## src/rtl/uart_pkg.sv

```systemverilog
// Shared UART definitions: baud constants, requester limits and the TX arbiter FSM encoding.
package uart_pkg;

    localparam int CLK_FREQ      = 100_000_000;
    localparam int BAUD_RATE     = 9600;
    localparam int BIT_PER_CLOCK = 10416;

    localparam int N_REQ_MIN = 2;
    localparam int N_REQ_MAX = 8;

    typedef enum logic [1:0] {
        ST_IDLE    = 2'd0,
        ST_ISSUE   = 2'd1,
        ST_WAIT_HI = 2'd2,
        ST_WAIT_LO = 2'd3
    } arb_state_e;

endpackage

```

## src/rtl/uart_rr_picker.sv

```systemverilog
// Combinational round-robin picker: first set request after ptr, wrapping modulo N_REQ.
module uart_rr_picker
    import uart_pkg::*;
#(
    parameter int N_REQ = 4,
    localparam int IW   = $clog2(N_REQ)
) (
    input  logic [N_REQ-1:0] req_i,
    input  logic [IW-1:0]    ptr_i,
    output logic [IW-1:0]    winner_o,
    output logic             valid_o
);

    logic [IW-1:0] idx;

    // Explicit wrap at N_REQ-1 keeps non-power-of-two counts from visiting unused indices.
    always_comb begin
        winner_o = '0;
        valid_o  = 1'b0;
        idx      = ptr_i;
        for (int k = 0; k < N_REQ; k++) begin
            idx = (idx == IW'(N_REQ - 1)) ? '0 : idx + 1'b1;
            if (!valid_o && req_i[idx]) begin
                valid_o  = 1'b1;
                winner_o = idx;
            end
        end
    end

endmodule

```

## src/rtl/uart_tx_arbiter.sv

```systemverilog
// Shares one UART TX core among N_REQ byte producers: round-robin grant, start pulse,
// busy handshake tracking and a watchdog for a core that never raises tx_busy.
module uart_tx_arbiter
    import uart_pkg::*;
#(
    parameter int N_REQ     = 4,
    parameter int BUSY_WAIT = 4
) (
    input  logic                     clk,
    input  logic                     rst,
    input  logic [N_REQ-1:0]         req,
    input  logic [N_REQ*8-1:0]       req_data,
    output logic [N_REQ-1:0]         ack,
    output logic                     tx_start,
    output logic [7:0]               tx_data,
    input  logic                     tx_busy,
    output logic [$clog2(N_REQ)-1:0] grant_id,
    output logic                     arb_busy,
    output logic                     err_nostart
);

    localparam int IW = $clog2(N_REQ);
    localparam int CW = $clog2(BUSY_WAIT);

    arb_state_e       state_q, state_d;
    logic [IW-1:0]    ptr_q, ptr_d;
    logic [CW-1:0]    cnt_q, cnt_d;
    logic [7:0]       tx_data_q, tx_data_d;
    logic [IW-1:0]    grant_q, grant_d;
    logic             tx_start_q, tx_start_d;
    logic [N_REQ-1:0] ack_q, ack_d;
    logic             err_q, err_d;

    logic [IW-1:0]    win;
    logic             win_vld;
    logic [7:0]       win_byte;

    uart_rr_picker #(.N_REQ(N_REQ)) u_pick (
        .req_i    (req),
        .ptr_i    (ptr_q),
        .winner_o (win),
        .valid_o  (win_vld)
    );

    always_comb begin
        win_byte = '0;
        for (int i = 0; i < N_REQ; i++) begin
            if (win == IW'(i)) win_byte = req_data[i*8 +: 8];
        end
    end

    // Start/ack/err are computed one state early so they leave the block registered.
    always_comb begin
        state_d    = state_q;
        ptr_d      = ptr_q;
        cnt_d      = cnt_q;
        tx_data_d  = tx_data_q;
        grant_d    = grant_q;
        tx_start_d = 1'b0;
        ack_d      = '0;
        err_d      = 1'b0;
        case (state_q)
            ST_IDLE: begin
                if (win_vld && !tx_busy) begin
                    tx_data_d  = win_byte;
                    grant_d    = win;
                    ptr_d      = win;
                    tx_start_d = 1'b1;
                    ack_d      = {{(N_REQ-1){1'b0}}, 1'b1} << win;
                    state_d    = ST_ISSUE;
                end
            end
            ST_ISSUE: begin
                cnt_d   = '0;
                state_d = ST_WAIT_HI;
            end
            ST_WAIT_HI: begin
                if (tx_busy) begin
                    state_d = ST_WAIT_LO;
                end else if (cnt_q == CW'(BUSY_WAIT - 2)) begin
                    err_d   = 1'b1;
                    state_d = ST_IDLE;
                end else begin
                    cnt_d = cnt_q + 1'b1;
                end
            end
            ST_WAIT_LO: begin
                if (!tx_busy) state_d = ST_IDLE;
            end
            default: state_d = ST_IDLE;
        endcase
    end

    always_ff @(posedge clk or negedge rst) begin
        if (!rst) begin
            state_q    <= ST_IDLE;
            ptr_q      <= IW'(N_REQ - 1);
            cnt_q      <= '0;
            tx_data_q  <= '0;
            grant_q    <= '0;
            tx_start_q <= 1'b0;
            ack_q      <= '0;
            err_q      <= 1'b0;
        end else begin
            state_q    <= state_d;
            ptr_q      <= ptr_d;
            cnt_q      <= cnt_d;
            tx_data_q  <= tx_data_d;
            grant_q    <= grant_d;
            tx_start_q <= tx_start_d;
            ack_q      <= ack_d;
            err_q      <= err_d;
        end
    end

    assign ack         = ack_q;
    assign tx_start    = tx_start_q;
    assign tx_data     = tx_data_q;
    assign grant_id    = grant_q;
    assign arb_busy    = (state_q != ST_IDLE);
    assign err_nostart = err_q;

endmodule

```

## config.mk

```make
export PLATFORM = sky130hd
export DESIGN_NAME = uart_tx_arbiter
export DESIGN_NICKNAME = d
export VERILOG_FILES = /design/src/rtl/uart_pkg.sv /design/src/rtl/uart_rr_picker.sv /design/src/rtl/uart_tx_arbiter.sv
export SDC_FILE = /design/constraint.sdc
export NUM_CORES = 1
export LEC_CHECK = 0
export CORE_UTILIZATION = 27
export DETAILED_ROUTE_END_ITERATION = 7
export SLEW_MARGIN = 20
export SYNTH_ARGS = -nofsm -noshare
export SYNTH_HDL_FRONTEND = slang
export SYNTH_SLANG_ARGS = --single-unit
```

## constraint.sdc

```tcl
create_clock -name clk -period 2.55 [get_ports clk]
set_input_delay 0.255 -clock clk [delete_from_list [all_inputs] [get_ports clk]]
set_output_delay 0.255 -clock clk [all_outputs]
set_load 0.005 [all_outputs]
```

### Word-level counts from Yosys, hierarchy flattened

Cells that the tools add are included.
W data, S select, Z words.

| cells by class | value |
|---|---|
| add/sub/neg operators | 5 |
| order comparisons | 4 |
| equal/unequal tests | 16 |
| shifts and indexed selects | 1 |
| multiplexer cells | 39 |
| reduce and logical (&&, ||, !) cells | 15 |

Operators with widths:

| kind | count |
|---|---|
| $mux W8 | 4 |
| $mux W2 | 14 |
| $eq A2 B2 Y1 const B | 9 |
| $mux W1 | 13 |
| $lt A2 B3 Y1 const B | 4 |
| $add A2 B1 Y2 const B | 5 |
| $bmux W1 S2 | 4 |
| $mux W4 | 2 |
| $ne A2 B2 Y1 const B | 4 |
| $pmux W2 S4 | 1 |
| $reduce_and A3 Y1 | 2 |
| $eq A2 B1 Y1 const B | 2 |
| $logic_and A1 B1 Y1 | 4 |
| $logic_not A1 Y1 | 4 |
| $logic_not A2 Y1 | 2 |
| $pmux W2 S2 | 1 |
| $reduce_bool A2 Y1 | 2 |
| $shl A1 B2 Y4 const A | 1 |
| $ne A3 B3 Y1 const B | 1 |
| $reduce_and A2 Y1 | 1 |

| word-level totals | value |
|---|---|
| bits in registers | 22 |
| logic and storage cells | 88 |

### Depth between registers and ports, before layout

| depth | value |
|---|---|
| depth after elaboration | 19 |
| gate-level depth with buffers | 10 |

### Cells and area by module

Synthesis repeated with hierarchy kept, for this count alone.

| second synthesis, totals | value |
|---|---|
| cell total of the unflattened synthesis | 110 |
| area total of the unflattened synthesis | 1,206.2 µm² |

Modules (own cells, without submodules):

| module | instances | cells an instance | area each (µm²) |
|---|---|---|---|
| uart_tx_arbiter | 1 | 95 | 1,098.6 |
| uart_rr_picker | 1 | 15 | 107.6 |

### Worst setup path before layout

No wires, ideal clock.

| timing | value |
|---|---|
| path type | reg2reg |
| from | register ptr_q[0] |
| to | register tx_data_q[5] (netlist: tx_data[5]) |
| library setup time | 0.143 ns |
| arrival time | 1.996 ns |
| slack | 0.411 ns |
| stages on the path, launching flop included | 9 |
| path buffers | 2 |
| clock period less this slack | 2.139 ns |
| cell sequence | dfstp_2 ha_1 buf_4 o2bb2ai_1 a211oi_2 buf_2 a211oi_1 a211oi_1 o221ai_1 |

| between the ends | value |
|---|---|
| word-level cells in the longest chain between the ends | 19 |
| elaborated cells between the ends (all ways) | 44 |

RTL lines:

| what | line | RTL |
|---|---|---|
| start: declaration | uart_tx_arbiter.sv:26 | `logic [IW-1:0] ptr_q, ptr_d;` |
| start signal: assignment | uart_tx_arbiter.sv:97 | `ptr_q <= IW'(N_REQ - 1);` |
| start signal: assignment | uart_tx_arbiter.sv:106 | `ptr_q <= ptr_d;` |
| $add A2 B1 Y2 or $eq A2 B2 Y1 (tied branches) | uart_rr_picker.sv:22 | `idx = (idx == IW'(N_REQ - 1)) ? '0 : idx + 1'b1;` |
| $mux W2 (*) | uart_rr_picker.sv:22 |  |
| parallel branches: the longest is 17 deep, another holds $add A2 B1 Y2 | -- |  |
| end signal: assignment | uart_tx_arbiter.sv:108 | `tx_data_q <= tx_data_d;` |
| end: declaration | uart_tx_arbiter.sv:28 | `logic [7:0] tx_data_q, tx_data_d;` |

Mark *: on every way between the ends. The select of a mux whose other input is x is not followed.
A chain may end at the register's enable or synchronous reset.

### Worst setup path after layout

| timing | value |
|---|---|
| from | register ptr_q[0] |
| to | register tx_data_q[2] (netlist: tx_data[2]) |

The elaborated chain is that of the path after synthesis.

==> results.toml <==
[die]
row_count = 29
die-area_um2 = 6880
die_w_um = 82.9
die_h_um = 82.9
initial_core_util_pct = 27.8
coreArea_um2 = 6350
io_pins = 56

[final_layout]
drive_above_1_share_pct = 12.6
mostFrequentLayoutCell = "clkdlybuf4s50_1"
mostFrequentLayoutCells = "clkdlybuf4s50_1, a211oi_1"
area_delta_synth_final_pct = 38.2
diodes = 0
final_util_pct = 38.5
nets = 296

[setup_path]
slowest_stage = "dfstp_2"
cp-end-kind = "flip-flop"
reg2reg_slack_ns = 0.18
regToRegEndpoint = "tx_data[2]$_DFFE_PN0P_"
startpoint_type = "flip-flop"
cp_max_fo = 12
rr_worst_depth = 7
worstPathArrival_ns = 2.54
slowest_delay_ns = 0.54
r2r_start = "ptr_q[0]$_DFFE_PN1P_"
path_cells = "ha_1 -> buf_4 -> nand2b_1 -> a211oi_1 -> o22a_2 -> or3_4 -> o221ai_1"
critical_path_buf_inv_count = 1
crit_type = "flip-flop to flip-flop"
crit_required_ns = 2.72
cpLargestDelayFamily = "simple AND/OR/NAND/NOR gates"

[global_routing]
grt_usage_pct = 14.4
grt_pass1_vias = 1653
antenna_found_initial = 0
gr-total-overflow = 0
grt_max_degree = 35
grt_pass1_wl_um = 8170

[clock_network]
holdBufCountCts = 0
cts_setup_buffers = 0
numCtsBuffers = 3
ctsResizeCount = 0
worstSkewPairLatency_ns = 0.27
clockBufferDepth = 2
cts_tree = "yes"
clkTransAtPathRegs_ns = 0.08
htreeDepth = 1
cts_root_buf = "clkbuf_8"
clkSinkCount = 22

[hold_path]
worstHoldPathType = "input port to async pin"

[timing]
fin_ws_ns = 0.185
setup_viol = 0
hold_slack_ns = 0.328
finalHoldViolCount = 0
max-slew-margin-rel_pct = 68.1
finalSetupTns_ns = 0
min_period_ns = 2.37
max_freq_ghz = 0.423
worst_slew_pin_slew_ns = 0.479
skew_ns = 0.00286
finalCritPeriodShare_pct = 92.8
slew_viol_final = 0
rsz0062_at_grt = "false"

[logic_synthesis]
synth.mux.area_fraction_pct = 0
yosysWarnings = 0
synth_xor_area_share_pct = 0.495
synth_compound_area_share_pct = 39.1
ys_seq_elements = 22
synth_simple_gate_area_share_pct = 15.4
postSynthCellCount = 206
synth_top_family_by_area = "compound AO/OA/AOI/OAI gates"
synth_fa_ha_area_share_pct = 1.42
synth_cell_types = 36
syn-cell-area_um2 = 1770
ys_seq_area_share_pct = 31.3
synth_nets = 247
synth.avg_cell_area_um2 = 8.58

[placement]
gp_congestion = 0.745
place_hpwl_um = 3570
pre_cts_slack_ns = 0.212
port_buffers = 55

[route]
drt_wl_total_um = 4850
viasPerCell = 5.23
first_iter_violations = 62
wl_per_cell_um = 14.6
vias = 1730
drt_first_pass_iters = 4
drc = 0
postRouteAntennaNets = 0

[power_and_ir_drop]
vdd_drop_max_mv = 0.397
finalPower_mw = 2.52
p_leak_nw = 0.955
powerDensity_nw_per_um2 = 1030

[run]
max_cap_violations = 0

[outcome]
outcome = "finished clean"
## layout make-up
| type | instances | area (µm²) |
|---|---|---|
| timing repair buffer | 65 | 651 |
| multi-input combinational | 143 | 997 |
| clock buffer | 3 | 41.3 |
| fill | 634 | 3910 |
| clock inverter | 1 | 30.0 |
| sequential | 22 | 553 |
| tap | 77 | 96.3 |
| inverter | 20 | 75.1 |
## worst register-to-register path, cell delays in order (launching register included)
cell and delay [ns]:
dfstp_2 0.54, ha_1 0.36, buf_4 0.25, nand2b_1 0.12
a211oi_1 0.08, o22a_2 0.23, or3_4 0.46, o221ai_1 0.24
## layer usage
metal	up-vias	track usage [%]	wire [µm]
met5	-	0	0
met4	0	2.19	47
met3	7	3.28	237
met2	44	22.8	2280
met1	821	20.2	2290
li1	858	-	-
## cell usage after synthesis
master | n | area, µm²
or3_4 | 1 | 11.3
clkbuf_1 | 6 | 22.5
or4b_1 | 1 | 10.0
xnor2_1 | 1 | 8.76
o21ai_2 | 2 | 17.5
nand2b_1 | 4 | 25.0
nor4_1 | 3 | 18.8
a21o_1 | 1 | 7.51
buf_2 | 6 | 30.0
ha_1 | 2 | 25.0
o22a_2 | 1 | 10.0
buf_4 | 4 | 30.0
buf_8 | 1 | 15.0
or2_2 | 1 | 6.26
a21boi_0 | 1 | 7.51
o21ai_1 | 3 | 15.0
o221ai_1 | 8 | 70.1
o21ai_0 | 3 | 15.0
a21oi_1 | 3 | 15.0
a2111oi_0 | 1 | 8.76
o21a_1 | 20 | 150
a211oi_2 | 9 | 113
a21boi_1 | 1 | 7.51
o2bb2ai_1 | 2 | 17.5
nor2b_1 | 1 | 6.26
a32oi_2 | 1 | 16.3
nand2_1 | 17 | 63.8
o41ai_2 | 1 | 16.3
dfstp_2 | 2 | 52.6
dfrtp_1 | 20 | 500
nor3_1 | 20 | 100
nor2_1 | 8 | 30.0
a211oi_1 | 25 | 188
inv_1 | 20 | 75.1
buf_6 | 4 | 45.0
o31a_1 | 2 | 17.5
## worst max path at each step
stage	start	to	cells after the start
3_3_place_gp	ptr_q[0]$_DFFE_PN1P_	tx_data[5]$_DFFE_PN0P_	7
2_1_floorplan	ptr_q[0]$_DFFE_PN1P_	tx_data[5]$_DFFE_PN0P_	8
6_report	ptr_q[0]$_DFFE_PN1P_	tx_data[2]$_DFFE_PN0P_	7
4_1_cts	ptr_q[0]$_DFFE_PN1P_	tx_data[2]$_DFFE_PN0P_	7
3_5_place_dp	req[0]	tx_data[4]$_DFFE_PN0P_	7
5_1_grt	ptr_q[0]$_DFFE_PN1P_	tx_data[6]$_DFFE_PN0P_	7
## state kept, by name (all words and copies together) (netlist names)
| register | count |
|---|---|
| ack | 4 |
| cnt_q | 2 |
| state_q | 2 |
| tx_start | 1 |
| ptr_q | 2 |
| grant_id | 2 |
| err_nostart | 1 |
| tx_data | 8 |
## where the power goes
| group | switching [mW] | internal, mW |
|---|---|---|
| combinational | 0.873 | 0.744 |
| sequential | 0.0829 | 0.484 |
| clock | 0.120 | 0.210 |
## per-stage QoR
stage / cell area (µm²) / cells
6_report: 2440 / 331
5_1_grt: 2440 / 331
4_1_cts: 2440 / 331
3_5_place_dp: 2370 / 327
3_3_place_gp: 2370 / 327
2_1_floorplan: 1770 / 206
## cell families (layout without fill, tap and decap cells)
kind of cell,count (synthesis),count (layout)
AOI/OAI and AO/OA,84,84
xor gates and xnor gates,1,1
adders and majority gates,2,2
buffers and inverters,41,89
DFF,22,22
and+or+nand+nor,56,56
Power figures use the tool's default switching activity.
